<file path="config.mk">
export PLATFORM = sky130hd
export DESIGN_NAME = cfg_pwm_timer
export DESIGN_NICKNAME = d
export VERILOG_FILES = /design/src/rtl/cfg_pwm_timer.sv
export SDC_FILE = /design/constraint.sdc
export NUM_CORES = 1
export LEC_CHECK = 0
export CAP_MARGIN = 25
export CORE_ASPECT_RATIO = 0.9
export CORE_MARGIN = 4
export CORE_UTILIZATION = 54
export DETAILED_ROUTE_END_ITERATION = 7
export DONT_BUFFER_PORTS = 1
export PLACE_DENSITY = 0.72
export SLEW_MARGIN = 5
export SYNTH_ARGS = -nofsm -noshare
export SYNTH_HDL_FRONTEND = slang
export SYNTH_SLANG_ARGS = --single-unit
</file>
<file path="constraint.sdc">
create_clock -name clk -period 2.5 [get_ports clk]
set_input_delay 0.625 -clock clk [delete_from_list [all_inputs] [get_ports clk]]
set_output_delay 0.625 -clock clk [all_outputs]
set_load 0.005 [all_outputs]
</file>
<file path="src/rtl/cfg_pwm_timer.sv">
// Prescaled 2-channel PWM timer fed by a packed config bus; pwm_out and irq are registered, one cycle after CNT.
// Define PWM_TIMER_IRQ_EN for the masked flag interrupt; no backpressure, ena low freezes all state.
module cfg_pwm_timer #(
  parameter int NUM_CFG = 8,
  parameter int NUM_STATUS = 8,
  parameter int REG_WIDTH = 8,
  parameter logic [REG_WIDTH-1:0] ID_VALUE = 8'hA5
) (
  input  logic                            clk,
  input  logic                            rst,
  input  logic                            ena,
  input  logic [NUM_CFG*REG_WIDTH-1:0]    config_regs,
  output logic [NUM_STATUS*REG_WIDTH-1:0] status_regs,
  output logic [1:0]                      pwm_out,
  output logic                            irq
);

  typedef enum logic [1:0] {IDLE = 2'd0, RUN = 2'd1, DONE = 2'd2} state_t;

  state_t               state, state_nxt;
  logic [REG_WIDTH-1:0] ctrl, presc, period, duty0, duty1;
  logic [REG_WIDTH-1:0] pcnt, cnt, per_sh, duty0_sh, duty1_sh, wrap_cnt;
  logic                 wrap_flag, done_flag, clr_q, clr_rise;
  logic                 running, tick, wrap_ev, load_sh;
  logic [1:0]           raw, pwm_q;
  logic [2:0]           flags;

  assign ctrl   = config_regs[0*REG_WIDTH +: REG_WIDTH];
  assign presc  = config_regs[1*REG_WIDTH +: REG_WIDTH];
  assign period = config_regs[2*REG_WIDTH +: REG_WIDTH];
  assign duty0  = config_regs[3*REG_WIDTH +: REG_WIDTH];
  assign duty1  = config_regs[4*REG_WIDTH +: REG_WIDTH];

  assign clr_rise = ctrl[3] & ~clr_q;
  assign flags    = {running, done_flag, wrap_flag};

  always_ff @(posedge clk or posedge rst) begin
    if (rst)
      state <= IDLE;
    else if (ena)
      state <= state_nxt;
  end

  always_comb begin
    state_nxt = state;
    case (state)
      IDLE:    if (ctrl[0]) state_nxt = RUN;
      RUN: begin
        if (!ctrl[0])
          state_nxt = IDLE;
        else if (wrap_ev && ctrl[1])
          state_nxt = DONE;
      end
      DONE:    if (!ctrl[0]) state_nxt = IDLE;
      default: state_nxt = IDLE;
    endcase
  end

  // A prescaler already past a freshly lowered PRESC ticks at once rather than wrapping through 255.
  always_comb begin
    running = (state == RUN);
    tick    = running && (pcnt >= presc);
    wrap_ev = tick && ctrl[0] && (cnt >= per_sh);
    load_sh = ((state == IDLE) && ctrl[0]) || wrap_ev;
    raw     = running ? {cnt < duty1_sh, cnt < duty0_sh} : 2'b00;
  end

  always_ff @(posedge clk or posedge rst) begin
    if (rst) begin
      pcnt      <= '0;
      cnt       <= '0;
      per_sh    <= '0;
      duty0_sh  <= '0;
      duty1_sh  <= '0;
      wrap_cnt  <= '0;
      wrap_flag <= 1'b0;
      done_flag <= 1'b0;
      clr_q     <= 1'b0;
      pwm_q     <= 2'b00;
    end else if (ena) begin
      clr_q <= ctrl[3];
      pwm_q <= raw ^ {2{ctrl[2]}};
      if (running && ctrl[0]) begin
        pcnt <= tick ? '0 : pcnt + 1'b1;
        if (tick)
          cnt <= wrap_ev ? '0 : cnt + 1'b1;
      end else begin
        pcnt <= '0;
        cnt  <= '0;
      end
      if (load_sh) begin
        per_sh   <= period;
        duty0_sh <= duty0;
        duty1_sh <= duty1;
      end
      if (clr_rise) begin
        wrap_flag <= 1'b0;
        done_flag <= 1'b0;
        wrap_cnt  <= '0;
      end
      // A wrap in the same cycle as a clear still counts as the first wrap.
      if (wrap_ev) begin
        wrap_flag <= 1'b1;
        wrap_cnt  <= clr_rise ? REG_WIDTH'(1) : wrap_cnt + 1'b1;
        if (ctrl[1])
          done_flag <= 1'b1;
      end
    end
  end

  assign pwm_out = pwm_q;

`ifdef PWM_TIMER_IRQ_EN
  logic [REG_WIDTH-1:0] irq_mask;
  logic                 irq_q;
  logic                 unused_cfg;

  assign irq_mask   = config_regs[5*REG_WIDTH +: REG_WIDTH];
  assign unused_cfg = ^{config_regs[NUM_CFG*REG_WIDTH-1:6*REG_WIDTH], ctrl[REG_WIDTH-1:4],
                        irq_mask[REG_WIDTH-1:3]};

  always_ff @(posedge clk or posedge rst) begin
    if (rst)
      irq_q <= 1'b0;
    else if (ena)
      irq_q <= |(flags & irq_mask[2:0]);
  end

  assign irq = irq_q;
`else
  logic unused_cfg;

  assign unused_cfg = ^{config_regs[NUM_CFG*REG_WIDTH-1:5*REG_WIDTH], ctrl[REG_WIDTH-1:4]};
  assign irq        = 1'b0;
`endif

  assign status_regs = {{REG_WIDTH{1'b0}}, ID_VALUE, duty1_sh, duty0_sh, per_sh, wrap_cnt,
                        {{(REG_WIDTH-3){1'b0}}, flags}, cnt};

endmodule
</file>
==> flow_summary.toml, run 1 <==
[status]
status = "finished, final reports clean"

[clock_tree]
clock-sinks = 55
ctsLongestPathBuffers = 2
cts_tree = "yes"
cts_buffers = 5
root_buffer = "clkbuf_8"
clkTransAtPathRegs_ns = 0.09
worstSkewPairLatency_ns = 0.31
htreeDepth = 2

[cells_and_area]
final_cells = 470
multi_input_area_sq_mm = 0.001943
diodes = 0
stdcell_area_sq_mm = 0.003887
seq_area_sq_mm = 0.001376
syn2layout_area_growth_pct = 10.61
layout.cells.most_common = "dfrtp_1"
nFillCells = 526
layout-drive-gt1-share = 0.1749
final_core_util = 0.6254
num-nets-final = 483
final_cell_mix = "55 x dfrtp_1, 36 x inv_1, 32 x ha_1, 27 x nand2_1, 22 x conb_1"

[global_route]
grt_pass1_wl_microns = 12450
antenna_found_initial = 0
grt_overflow = 0
grt_pass1_vias = 2533
track_usage = 0.1957
grt_max_degree = 56

[sta]
finalHoldViolations = 0
whs_ns = 0.3860
fin_ws_ns = 0.05945
tightest_slew_ns = 0.6787
min_period_ns = 2.441
finalSetupViolCount = 0
fin_tns_setup_ns = 0
fin_worst_skew_ns = 0.01038
post-route-period-util = 0.9762
drv_slew = 0
relSlewSlack = 0.5475
fmax_mhz = 409.7
rsz0062_at_grt = "true"

[pwr]
switching_power_mw = 0.6243
power_mw = 2.175
sequentialPowerShare = 0.514
sw_frac_of_total = 0.2870
intPower_mw = 1.551
p_per_area_mw_per_mm2 = 559.6
power.share.clock = 0.260
leakagePower_nw = 2.011
ir_drop_v = 0.0003965
pwr-share-comb = 0.227

[run]
drv_cap = 0

[place]
dp_cells = 461
detailed_place_hpwl_microns = 5951
port_buffers = 0
postPlaceCellArea_sq_mm = 0.003705
gp_congestion = 0.8438
pre_cts_ws_ns = -0.1000

[route]
ant_nets = 0
wirelength_microns = 7916
drtPass1Iterations = 4
drc_errors = 0
drt_iter0_drc = 114
routed_via_density = 5.698
wl_per_cell_microns = 16.84
vias = 2678

[die]
start_util = 0.5654
dieWidth_microns = 93.04
coreArea_sq_mm = 0.006216
rows = 27
num_io_pins = 134
dieArea_sq_mm = 0.007865
die_h_microns = 84.54

[setup_path]
crit_fanout = 8
crit_type = "flop to flop"
crit_path_end_kind = "flop"
arrival_ns = 2.63
worstRegToRegCells = 8
crit_required_ns = 2.69
start_kind = "flop"

[worst_hold_path]
hp-class = "primary input to asynchronous set/reset pin"

[synthesis]
syn-cell-area_sq_mm = 0.003515
synthArstFlopShare = 1.000
synth_edf_count = 0
syn_inst = 368
syn_area_per_cell_sq_um = 9.551
synthFlopType = "dfrtp_1"
ys.warnings.count = 0
yosysUniqueCellTypes = 48
synth.yosys.seq_area_share = 0.3916
ys_ff_latch = 55
critical path, cell delays in order, from the launching register on:
cell and delay, ns:
dfrtp_1 0.43, ha_1 0.28, nand2b_4 0.15, a2111oi_4 0.27
o311a_1 0.32, nor3_4 0.07, o21ai_4 0.28, clkbuf_16 0.23
mux2_4 0.30
Yosys cell counts (3+ instances only):
library cell  instances  area (sq um)
nand4_1               6         37.54
a21oi_1              15         75.07
a211oi_1              3         22.52
ha_1                 33         412.9
clkbuf_1              8         30.03
nand2b_1              6         37.54
and3_1                9         56.30
nor3_1                4         20.02
a21o_1                3         22.52
o31ai_1               3         22.52
o311a_1               4         40.04
xnor2_1               7         61.31
mux2_2               24         270.3
o22ai_1               4         25.02
dfrtp_1              55          1376
or4_1                 4         30.03
a211o_1               4         35.03
inv_1                38         142.6
o2bb2ai_1             3         26.28
buf_4                26         195.2
o21ai_0              16         80.08
a31oi_1               3         18.77
nand2_1              27         101.4
nand3_1              12         60.06
nand4b_1              3         26.28
nor2_1               21         78.83
power groups by stage:
stage / Combinational (mW) / Sequential [mW] / Clock [mW]
2_1_floorplan: 0.385 / 1.10 / 0
3_3_place_gp: 0.430 / 1.14 / 0
3_5_place_dp: 0.453 / 1.14 / 0
4_1_cts: 0.456 / 1.12 / 0.583
5_1_grt: 0.561 / 1.14 / 0.621
6_report: 0.493 / 1.12 / 0.565
state kept, by name, summed over array words and instances, names as in the netlist:
signal     cells
done_flag      1
per_sh         8
wrap_flag      1
pcnt           8
wrap_cnt       8
pwm_out        2
duty1_sh       8
clr_q          1
duty0_sh       8
cnt            8
state          2
timing repair:
| action | CTS | global route |
|---|---|---|
| setup buffers | 0 | 1 |
| gates resized for setup | 0 | 7 |
| endpoints found under the setup margin | 0 | 28 |
| hold buffers | 0 | 0 |
per-layer routing:
layer | track usage | vias up | wire length (microns)
met5 | 0 | - | 0
met4 | 0.04660 | 0 | 90
li1 | - | 1278 | -
met1 | 0.2626 | 1297 | 3473
met2 | 0.3185 | 96 | 3752
met3 | 0.05018 | 7 | 599
cell families (layout without fill, tap and decap cells):
| family | Yosys count | count (layout) | synth area share |
|---|---|---|---|
| and+or+nand+nor | 99 | 99 | 0.1421 |
| buffers and inverters | 74 | 69 | 0.1075 |
| AOI/OAI and AO/OA | 72 | 72 | 0.1392 |
| DFF | 55 | 55 | 0.3916 |
| adders and majority gates | 33 | 33 | 0.1175 |
| muxes | 25 | 25 | 0.08010 |
| xor gates and xnor gates | 8 | 8 | 0.01994 |
| other | 2 | 22 | 0.002137 |
path summary, 6_finish.rpt:
kind / start / endpoint / slack (ns)
min in group clk: config_regs[1] / state[0] / 0.42
worst min register to register: clr_q / clr_q / 0.51
max in group asynchronous: rst / wrap_cnt[2] / 1.67
worst min-delay path: rst / per_sh[6] / 0.39
worst max register to register: per_sh[0] / duty0_sh[0] / 0.06
worst max-delay path: per_sh[0] / duty0_sh[0] / 0.06
final cells by class:
class / count / share of cell area
multi-input combinational: 259 / 0.4998
clock buffer: 6 / 0.01867
tap: 87 / 0.02800
sequential: 55 / 0.3540
timing repair buffer: 24 / 0.05504
inverter: 38 / 0.03669
clock inverter: 1 / 0.007724
No activity file was read; power rests on OpenSTA's default activity.
==> run 2: changes to the inputs <==
CTS_CLUSTER_SIZE = 30   (was unset)
SKIP_CTS_REPAIR_TIMING = 1   (was unset)
==> results of run 2 <==
No change in the layout: final DEF, timing and power equal those of run 1.
==> run 3: changes to the inputs <==
CTS_CLUSTER_DIAMETER = 200   (was unset)
SKIP_CTS_REPAIR_TIMING = unset   (was 1)
==> results of run 3 <==
No change in the layout: final DEF, timing and power equal those of run 1.
